$ cat config.mk
export PLATFORM = sky130hd
export DESIGN_NAME = sort_result_buf
export DESIGN_NICKNAME = d
export VERILOG_FILES = /design/src/rtl/sort_result_buf.sv
export SDC_FILE = /design/constraint.sdc
export NUM_CORES = 1
export LEC_CHECK = 0
export BUFFER_PORTS_ARGS = -buffer_cell sky130_fd_sc_hd__buf_2
export CELL_PAD_IN_SITES_DETAIL_PLACEMENT = 0
export CELL_PAD_IN_SITES_GLOBAL_PLACEMENT = 1
export CORE_ASPECT_RATIO = 1.1
export CORE_MARGIN = 5
export CORE_UTILIZATION = 55
export CTS_BUF_LIST = sky130_fd_sc_hd__clkbuf_4 sky130_fd_sc_hd__clkbuf_8
export DETAILED_ROUTE_END_ITERATION = 8
export HOLD_SLACK_MARGIN = 0.08
export PLACE_DENSITY_LB_ADDON = 0.25
export SYNTH_ARGS = -nofsm -noshare
export SYNTH_HDL_FRONTEND = slang
export SYNTH_SLANG_ARGS = --single-unit
$ cat constraint.sdc
create_clock -name axis_clk -period 15.1 [get_ports axis_clk]
set_input_delay 2.265 -clock axis_clk [delete_from_list [all_inputs] [get_ports axis_clk]]
set_output_delay 2.265 -clock axis_clk [all_outputs]
set_load 0.03 [all_outputs]
$ cat src/rtl/sort_result_buf.sv
`default_nettype none
// ============================================================================
//  Module   : sort_result_buf
//  Brief    : Captures one sorted AXI-Stream frame into a local buffer, checks
//             non-decreasing signed order, and exposes buffer, count and status
//             over AXI-Lite. Optional irq output under `SORT_BUF_IRQ_EN.
//  Revision : 1.0
// ============================================================================
module sort_result_buf #(
    parameter int pADDR_WIDTH = 12,
    parameter int pDATA_WIDTH = 32,
    parameter int DEPTH       = 16
) (
    input  logic                   axis_clk,
    input  logic                   axis_rst_n,
`ifdef SORT_BUF_IRQ_EN
    output logic                   irq,
`endif
    input  logic                   ss_tvalid,
    input  logic [pDATA_WIDTH-1:0] ss_tdata,
    input  logic                   ss_tlast,
    output logic                   ss_tready,
    input  logic                   awvalid,
    output logic                   awready,
    input  logic [pADDR_WIDTH-1:0] awaddr,
    input  logic                   wvalid,
    output logic                   wready,
    input  logic [pDATA_WIDTH-1:0] wdata,
    input  logic                   arvalid,
    output logic                   arready,
    input  logic [pADDR_WIDTH-1:0] araddr,
    output logic                   rvalid,
    input  logic                   rready,
    output logic [pDATA_WIDTH-1:0] rdata
);

    localparam int               c_IDX_W       = $clog2(DEPTH);
    localparam logic [5:0]       c_DEPTH_CNT   = 6'(DEPTH);
    localparam logic [0:0]       c_ST_CAPTURE  = 1'b0;
    localparam logic [0:0]       c_ST_DONE     = 1'b1;
    localparam logic [pADDR_WIDTH-1:0] c_ADDR_CTRL    = pADDR_WIDTH'(32'h00);
    localparam logic [pADDR_WIDTH-1:0] c_ADDR_COUNT   = pADDR_WIDTH'(32'h04);
    localparam logic [pADDR_WIDTH-1:0] c_ADDR_DEPTH   = pADDR_WIDTH'(32'h08);
    localparam logic [pADDR_WIDTH-1:0] c_ADDR_BUF     = pADDR_WIDTH'(32'h40);
    localparam logic [pADDR_WIDTH-1:0] c_ADDR_BUF_END = pADDR_WIDTH'(64 + 4 * DEPTH);

    logic [0:0]             r_state;
    logic [5:0]             r_count;
    logic                   r_done;
    logic                   r_ovf;
    logic                   r_oerr;
    logic [pDATA_WIDTH-1:0] r_prev;
    logic                   r_prev_valid;
    logic                   r_irq;
    logic [pDATA_WIDTH-1:0] r_buf [DEPTH];

    logic                   r_awready;
    logic                   r_arready;
    logic                   r_rvalid;
    logic [pDATA_WIDTH-1:0] r_rdata;

    logic                   w_accept;
    logic                   w_wr_hs;
    logic                   w_clear;
    logic                   w_room;
    logic                   w_irq_bit;
    logic [pDATA_WIDTH-1:0] w_status;
    logic [pDATA_WIDTH-1:0] w_rdata_nxt;
    logic [pADDR_WIDTH-1:0] w_buf_off;
    logic                   w_unused;

    assign ss_tready = (r_state == c_ST_CAPTURE);
    assign awready   = r_awready;
    assign wready    = r_awready;
    assign arready   = r_arready;
    assign rvalid    = r_rvalid;
    assign rdata     = r_rdata;

    assign w_accept = ss_tvalid & ss_tready;
    assign w_wr_hs  = r_awready & awvalid & wvalid;
    assign w_clear  = w_wr_hs & (awaddr == c_ADDR_CTRL) & wdata[0];
    assign w_room   = (r_count < c_DEPTH_CNT);

`ifdef SORT_BUF_IRQ_EN
    assign irq       = r_irq;
    assign w_irq_bit = r_irq;
`else
    assign w_irq_bit = 1'b0;
`endif

    assign w_unused = ^{wdata[pDATA_WIDTH-1:1], w_buf_off, r_irq};

    // Capture FSM, flags and order check; a clear always wins over an accept
    always_ff @(posedge axis_clk or negedge axis_rst_n) begin
        if (!axis_rst_n) begin
            r_state      <= c_ST_CAPTURE;
            r_count      <= '0;
            r_done       <= 1'b0;
            r_ovf        <= 1'b0;
            r_oerr       <= 1'b0;
            r_prev       <= '0;
            r_prev_valid <= 1'b0;
            r_irq        <= 1'b0;
        end else if (w_clear) begin
            r_state      <= c_ST_CAPTURE;
            r_count      <= '0;
            r_done       <= 1'b0;
            r_ovf        <= 1'b0;
            r_oerr       <= 1'b0;
            r_prev_valid <= 1'b0;
            r_irq        <= 1'b0;
        end else if (w_accept) begin
            if (w_room) begin
                r_count <= r_count + 6'd1;
            end else begin
                r_ovf <= 1'b1;
            end
            if (r_prev_valid && ($signed(ss_tdata) < $signed(r_prev))) begin
                r_oerr <= 1'b1;
            end
            r_prev       <= ss_tdata;
            r_prev_valid <= 1'b1;
            if (ss_tlast) begin
                r_state <= c_ST_DONE;
                r_done  <= 1'b1;
                r_irq   <= 1'b1;
            end
        end
    end

    // Buffer storage carries no reset; contents past count are stale by design
    always_ff @(posedge axis_clk) begin
        if (w_accept && !w_clear && w_room) begin
            r_buf[r_count[c_IDX_W-1:0]] <= ss_tdata;
        end
    end

    always_comb begin
        w_status    = '0;
        w_status[1] = r_done;
        w_status[2] = (r_count == 6'd0);
        w_status[3] = r_ovf;
        w_status[4] = r_oerr;
        w_status[5] = w_irq_bit;
    end

    always_comb begin
        w_rdata_nxt = '0;
        w_buf_off   = araddr - c_ADDR_BUF;
        if (araddr == c_ADDR_CTRL) begin
            w_rdata_nxt = w_status;
        end else if (araddr == c_ADDR_COUNT) begin
            w_rdata_nxt = pDATA_WIDTH'(r_count);
        end else if (araddr == c_ADDR_DEPTH) begin
            w_rdata_nxt = pDATA_WIDTH'(DEPTH);
        end else if ((araddr >= c_ADDR_BUF) && (araddr < c_ADDR_BUF_END) &&
                     (araddr[1:0] == 2'b00)) begin
            w_rdata_nxt = r_buf[w_buf_off[c_IDX_W+1:2]];
        end
    end

    // Write channel: single-cycle awready/wready pulse once both valids are up
    always_ff @(posedge axis_clk or negedge axis_rst_n) begin
        if (!axis_rst_n) begin
            r_awready <= 1'b0;
        end else begin
            r_awready <= awvalid & wvalid & ~r_awready;
        end
    end

    // Read channel: one outstanding read, data frozen while rvalid is held
    always_ff @(posedge axis_clk or negedge axis_rst_n) begin
        if (!axis_rst_n) begin
            r_arready <= 1'b0;
            r_rvalid  <= 1'b0;
            r_rdata   <= '0;
        end else begin
            r_arready <= arvalid & ~r_rvalid & ~r_arready;
            if (r_arready && arvalid) begin
                r_rvalid <= 1'b1;
                r_rdata  <= w_rdata_nxt;
            end else if (r_rvalid && rready) begin
                r_rvalid <= 1'b0;
            end
        end
    end

endmodule
`default_nettype wire

==> results of run 1 <==
[cell families (layout without fill, tap and decap cells)]
family	Yosys count	after routing	share of synthesized area [%]
flip-flops	589	589	74.75
other	0	2	0
adder cells (fa/ha/maj)	35	35	1.892
AO/OA/AOI/OAI	100	100	2.919
buffers and inverters	98	341	2.022
AND/OR/NAND/NOR	132	132	2.643
multiplexers	161	161	15.66
XOR/XNOR	3	3	0.1135
[metal layers]
| layer | vias up | global-route usage, % |
|---|---|---|
| li1 | 4957 | - |
| met1 | 6085 | 32.38 |
| met2 | 354 | 36.03 |
| met3 | 51 | 3.756 |
| met4 | 0 | 6.008 |
| met5 | - | 0 |
[area by class of cell]
class                      count  area [um^2]  share of cell area (%)
antenna                        2        5.005                 0.01910
clock buffer                 132         1617                   6.169
clock inverter                40        192.7                  0.7353
inverter                      38        142.6                  0.5443
multi-input combinational    431         5500                   20.99
sequential                   589        17300                   66.03
tap                          560        700.7                   2.674
timing repair buffer         131        744.5                   2.841
[cells in the mapped netlist, drive strengths merged]
library cell and instances:
edfxtp 512, mux4 160, dfrtp 77, nand2 61, inv 38, o21ai 38
clkbuf 36, ha 35, a32o 26, buf 24, nor2 22, a21oi 17
nor3 9, nor4 8, nand3 7, nand4 6, a31oi 4, nand2b 4
o22ai 4, or3 3, a211o 2, a211oi 2, a22oi 2, a311oi 2
and3 2, nor2b 2, nor3b 2, nor4b 2, xor2 2, a21o 1
a221oi 1, and2 1, and4 1, mux2i 1, nor4bb 1, o221ai 1
or2 1, xnor2 1
[worst max-delay path, cell delays in order]
cell and delay [ps]:
clkbuf_8 400, buf_4 870, mux4_2 610, mux4_2 550, a32o_1 280
[registers in the layout, summed over array words and instances, names as in the netlist]
register,cells
awready,1
arready,1
r_ovf,1
r_prev,32
r_done,1
r_buf,512
rdata,32
r_oerr,1
r_count,6
r_prev_valid,1
rvalid,1
[power by group through the flow]
stage          registers, W  clock network [W]  logic, W
3_3_place_gp        0.00184                  0  0.000211
5_1_grt             0.00181            0.00140  0.000240
6_report            0.00180            0.00129  0.000213
2_1_floorplan       0.00184                  0  0.000133
4_1_cts             0.00180            0.00132  0.000217
3_5_place_dp        0.00184                  0  0.000216
[worst max-delay path by stage]
| stage | from | endpoint | slack [ps] | cells after the start |
|---|---|---|---|---|
| global placement | araddr[2] | rdata[4] | 9850 | 6 |
| CTS | araddr[2] | rdata[4] | 10510 | 6 |
| floorplan | awvalid | r_buf[5][0] | 8290 | 6 |
| finish | araddr[2] | rdata[27] | 10600 | 5 |
| detailed placement | araddr[2] | rdata[4] | 9830 | 6 |
| global route | araddr[2] | rdata[4] | 10330 | 6 |
[stage by stage]
| stage | cell area, um^2 | std cells |
|---|---|---|
| final | 26200 | 1923 |
| after global routing | 26200 | 1922 |
| after CTS | 26200 | 1921 |
| after detailed placement | 24390 | 1749 |
| after global placement | 24390 | 1749 |
| after floorplan | 23150 | 1118 |
==> summary.txt, run 1 <==
================================================================================
Via count of the first global-routing pass                                 11905
Synthesized flop and latch total                                             589
Maximum level of the CTS H-tree                                                3
Overflow after GRT                                                             0
RD Place Congestion                                                       0.7570
Via count                                                                  11447
Area inside the core boundary                                       0.04148 mm^2
Commonest cells after routing, fill and taps aside                  512 x edfxtp_1, 157 x mux4_2, 101 x clkbuf_8, 98 x buf_2, 77 x dfrtp_1
Path class of the lowest-slack min-delay path                       flop to flop
Synthesized netlist net count                                               1249
Warning count from the yosys run                                               0
Share of total power in sequential cells                                   54.6%
Count of unique library cells instantiated by Yosys                           43
Power spent charging and discharging nets                            0.0007336 W
Commonest non-fill, non-tap cell in the layout                          edfxtp_1
Instance count of the mapped netlist                                        1118
Power per standard cell area                                        126.2 mW/mm^2
Initial cell density of the core                                          55.80%
Cells on worst reg2reg path                                                    5
Worst-case register-to-register setup slack                             11980 ps
Total Power                                                           0.003308 W
Worst setup slack after placement                                        9828 ps
Post-route setup TNS                                                        0 ps
Minimum hold slack                                                      467.9 ps
Switching share of total power                                            22.18%
Cell type contributing the most total cell area after synthesis         edfxtp_1
Port bufs                                                                    101
CTS clock-pin slew for the worst setup and hold paths                      70 ps
Highest clock frequency the design can meet                           0.2222 GHz
Max-slew headroom at the worst pin                                        22.33%
Clock tree from TritonCTS                                                    yes
Final Hold Vio Count                                                           0
Critical Path End Type                                                      flop
Length of routed wiring on met1                                         21.32 mm
Final worst-path cycle share                                              29.80%
Max Transition Viols Final                                                     0
WL final                                                                50.08 mm
Internal Power                                                        0.002574 W
Hold path startpoint                                                      rvalid
Post-synth top area share                                                 66.43%
Maximum resistive drop on vdd                                       0.00007319 V
Row Count                                                                     78
Wire length per cell                                                    26.04 um
Critical Path Start Type                                               input pin
Buffer type at the clock tree root                                      clkbuf_8
End of the worst register-to-register path                          r_buf[3][24]
Post-CTS Hold Fix Bufs                                                         0
Die Height                                                              225.2 um
Critical path data arrival time                                          5020 ps
Mean Syn Cell Area                                                    20.70 um^2
Overall fraction of global-route tracks in use                            22.32%
Total number of nets in the final design                                    1413
Proportion of synthesized chip area in sequential cells                   74.75%
Final routed DRC violation total                                               0
Count of antenna-violating nets left after detailed routing                    0
DR vias/cell                                                               5.953
Die Wd                                                                  205.6 um
Leakage power                                                           8.958 nW
Area delta synth->final                                                   13.21%
Launching point of the worst reg2reg path                                awready
Endpoint with the worst hold slack                                       arready
Clock network latency to the later pin of the worst-skew pair             650 ps
Max layer used                                                              met4
Worst-path maximum fanout                                                     49
Pin count of the biggest net entering global routing                          70
Cell depth of the worst min-delay path                                         1
Worst Skew                                                              20.80 ps
Endpoint required time on the critical path                             15620 ps
Transition at the pin with the smallest max-transition slack             1162 ps
Num CTS Buffers                                                               91
Cell area after technology mapping                                  0.02315 mm^2
Core Util, Final                                                          63.18%
Fin crit period                                                          4499 ps
Amount of wire on met3 after detailed routing                           2.990 mm
Setup repair after global routing missed its margin                        false
Final setup violation count                                                    0
Top-level port count                                                         133
Logic pwr share                                                             6.4%
Iter 0 DRT Violations                                                        905
Number of sinks on the clock net                                             589
Worst-case clock buffer depth                                                  3
Fraction of layout instances using a drive strength above 1               33.80%
Outcome                                                             finished, final reports clean
DR pass1 iterations                                                            5
Post-detail-place hpwl                                                  26.78 mm
Die area                                                            0.04629 mm^2
Worst setup margin                                                      10600 ps
Post-CTS Resized                                                               0
Global-route wire length before repair                                  75.18 mm
Clock share of power                                                       39.0%
Number of fill cells                                                        2908
Post-CTS setup-driven buffer insertion count                                   0
Number of antenna violations at the first check in global routing              1
Kind of critical path                                               input pin to flop
Length of routed met2 wiring                                            25.06 mm
Number of max-cap violations                                                   0
Cell types with the largest area share after synthesis              edfxtp_1 66%, mux4_2 15%, dfrtp_1 8.3%
================================================================================
(Power assumes the default switching activity.)
==> inputs of run 2 (changes only) <==
--- a/config.mk
+++ b/config.mk
@@ -5,12 +5,13 @@
 export SDC_FILE = /design/constraint.sdc
 export NUM_CORES = 1
 export LEC_CHECK = 0
+export ABC_AREA = 1
 export BUFFER_PORTS_ARGS = -buffer_cell sky130_fd_sc_hd__buf_2
 export CELL_PAD_IN_SITES_DETAIL_PLACEMENT = 0
 export CELL_PAD_IN_SITES_GLOBAL_PLACEMENT = 1
 export CORE_ASPECT_RATIO = 1.1
 export CORE_MARGIN = 5
-export CORE_UTILIZATION = 55
+export CORE_UTILIZATION = 52
 export CTS_BUF_LIST = sky130_fd_sc_hd__clkbuf_4 sky130_fd_sc_hd__clkbuf_8
 export DETAILED_ROUTE_END_ITERATION = 8
 export HOLD_SLACK_MARGIN = 0.08
==> constraint.sdc (replaced) <==
create_clock -name axis_clk -period 4.55 [get_ports axis_clk]
set_input_delay 0.6825 -clock axis_clk [delete_from_list [all_inputs] [get_ports axis_clk]]
set_output_delay 0.6825 -clock axis_clk [all_outputs]
set_load 0.03 [all_outputs]
==> run 2 against run 1 <==
Net effect: flip-flop and latch count did not move; critical path depth increased by 3; cell area is 1.5% higher; global-route usage is 1.9 points higher; first-iteration DRC count is 78% higher; count of clock-buffer cells in the layout is 11 higher; critical endpoint is now r_buf[15][14]; highest routed layer unchanged.
==> summary.txt, run 2 <==
================================================================================
Top-level port count                                                         133
Worst Skew                                                              26.27 ps
Post-CTS setup-driven buffer insertion count                                   0
Global-route wire length before repair                                  90.33 mm
RD Place Congestion                                                       0.7901
Count of antenna-violating nets left after detailed routing                    0
Die Height                                                              232.9 um
Worst-case clock buffer depth                                                  3
Clock network latency to the later pin of the worst-skew pair             670 ps
Critical Path Start Type                                                    flop
Post-CTS Hold Fix Bufs                                                         0
Internal Power                                                        0.008607 W
Clock tree from TritonCTS                                                    yes
Number of max-cap violations                                                   0
Logic pwr share                                                             6.6%
DR vias/cell                                                               5.812
Max-slew headroom at the worst pin                                        18.44%
Row Count                                                                     81
Post-detail-place hpwl                                                  31.17 mm
Outcome                                                             finished, final reports clean
Overflow after GRT                                                             0
Count of unique library cells instantiated by Yosys                           36
Pin count of the biggest net entering global routing                         114
Synthesized netlist net count                                               1918
Worst setup slack after placement                                        1251 ps
WL final                                                                59.25 mm
Maximum level of the CTS H-tree                                                3
Power spent charging and discharging nets                             0.002522 W
Max reg flops                                                                512
Clock share of power                                                       39.9%
Cell types with the largest area share after synthesis              edfxtp_1 65%, dfrtp_1 8.2%, nand2_1 5.7%
Post-CTS Resized                                                               0
DR pass1 iterations                                                            5
Worst-case register-to-register setup slack                              1680 ps
End of the worst register-to-register path                          r_buf[15][14]
Die area                                                            0.04952 mm^2
Worst-path maximum fanout                                                     23
Path class of the lowest-slack min-delay path                       input pin to asynchronous set/reset pin
Worst setup margin                                                       1681 ps
Area inside the core boundary                                       0.04459 mm^2
Final Hold Vio Count                                                           0
Area delta synth->final                                                   13.21%
Number of enable-type register cells in the synthesized netlist              512
Number of antenna violations at the first check in global routing              0
Via count of the first global-routing pass                                 15279
Post-synth ARST share                                                     13.07%
Die Wd                                                                  212.6 um
Max Transition Viols Final                                                     0
Iter 0 DRT Violations                                                       1615
Transition at the pin with the smallest max-transition slack             1220 ps
Num CTS Buffers                                                               94
Top cell types by occurrence after synthesis                        512 x edfxtp_1, 358 x nand2_1, 148 x a21oi_1
Total Power                                                            0.01113 W
Cells on worst reg2reg path                                                    8
Most used flip-flop cell after synthesis                                edfxtp_1
Final setup violation count                                                    0
Post-synth top area share                                                 65.47%
Buffer type at the clock tree root                                      clkbuf_8
Via count                                                                  14954
Kind of critical path                                               flop to flop
Cell area after technology mapping                                  0.02349 mm^2
Warning count from the yosys run                                               0
CTS clock-pin slew for the worst setup and hold paths                      60 ps
Proportion of synthesized chip area in sequential cells                   73.67%
Leakage power                                                           9.808 nW
Synthesized flop and latch total                                             589
Critical path data arrival time                                          3150 ps
Mean Syn Cell Area                                                    13.14 um^2
Final worst-path cycle share                                              63.05%
Total number of nets in the final design                                    2046
Setup repair after global routing missed its margin                        false
Commonest non-fill, non-tap cell in the layout                          edfxtp_1
Critical Path End Type                                                      flop
Fin crit period                                                          2869 ps
Launching point of the worst reg2reg path                                awready
Fraction of layout instances using a drive strength above 1               16.27%
Power per standard cell area                                        418.6 mW/mm^2
Switching share of total power                                            22.66%
Most frequent cell after synthesis                                      edfxtp_1
Maximum resistive drop on vdd                                        0.0002509 V
Wire length per cell                                                    23.03 um
Instance count of the mapped netlist                                        1787
Initial cell density of the core                                          52.67%
Endpoint required time on the critical path                              4830 ps
Post-route setup TNS                                                        0 ps
Port bufs                                                                    101
Commonest cells after routing, fill and taps aside                  512 x edfxtp_1, 356 x nand2_1, 148 x a21oi_1, 121 x nor2_1, 121 x nand3_1
Number of sinks on the clock net                                             589
Share of total power in sequential cells                                   53.6%
Highest clock frequency the design can meet                           0.3486 GHz
Overall fraction of global-route tracks in use                            24.18%
Cell type contributing the most total cell area after synthesis         edfxtp_1
Final routed DRC violation total                                               0
================================================================================
-- run 2: cells by family (layout without fill, tap and decap cells) --
logic type	Yosys count	in the layout	share of synthesized area [%]
DFF	589	589	73.67
other	0	1	0
xor gates and xnor gates	1	1	0.03730
and+or+nand+nor	640	640	11.29
AOI/OAI and AO/OA	352	352	9.829
buffers and inverters	170	374	3.308
adders and majority gates	35	35	1.865
-- run 2: how the worst max path moves through the flow --
stage                          from             to  slack, ps  cells after the start
final                       awready  r_buf[15][14]       1680                      8
after global placement       wvalid  r_buf[15][20]       1280                      9
after floorplan           awaddr[6]   r_buf[11][0]       1300                      8
after global routing        awready  r_buf[15][18]       1510                      8
after detailed placement     wvalid  r_buf[15][20]       1250                      9
after CTS                   awready  r_buf[15][14]       1660                      8
-- run 2: critical path, stage by stage (launching register included) --
cell	delay [ps]
dfrtp_1	400
inv_1	60
nor4_1	40
nand2_1	200
nand2_2	100
nor3_2	310
nand2_1	370
nor2_4	480
buf_4	520
-- run 2: layout make-up --
cell class | instances | area [um^2]
fillers | 3557 | 18000
well taps | 581 | 726.9
clock buffers | 143 | 1705
diodes | 1 | 2.502
inverters | 67 | 259.0
clock inverters | 29 | 147.6
flip-flops and latches | 589 | 17300
repair buffers | 135 | 908.4
multi-input cells | 1028 | 5537
-- run 2: metrics by stage --
stage               hold WS (ps)  area, um^2  utilization, %  cells
global route               215.8       26590           59.62   2572
detailed placement         461.4       24730           55.46   2400
CTS                        165.5       26590           59.62   2572
finish                     158.8       26590           59.62   2573
floorplan                  386.9       23490               -   1787
global placement           450.7       24730           55.46   2400
-- run 2: layer usage --
| metal | up-vias | share of wire, % | GRT usage [%] |
|---|---|---|---|
| met2 | 606 | 48 | 39.45 |
| met4 | 0 | 2.1 | 7.361 |
| met5 | - | 0 | 0 |
| met3 | 84 | 7.7 | 4.315 |
| met1 | 7410 | 43 | 33.57 |
| li1 | 6854 | - | - |
-- run 2: power by group through the flow --
stage	Combinational, W	Clock, W	Sequential (W)
floorplan	0.000444	0	0.00608
global placement	0.000708	0	0.00607
detailed placement	0.000729	0	0.00607
CTS	0.000732	0.00450	0.00596
global route	0.000825	0.00477	0.00597
finish	0.000729	0.00444	0.00596
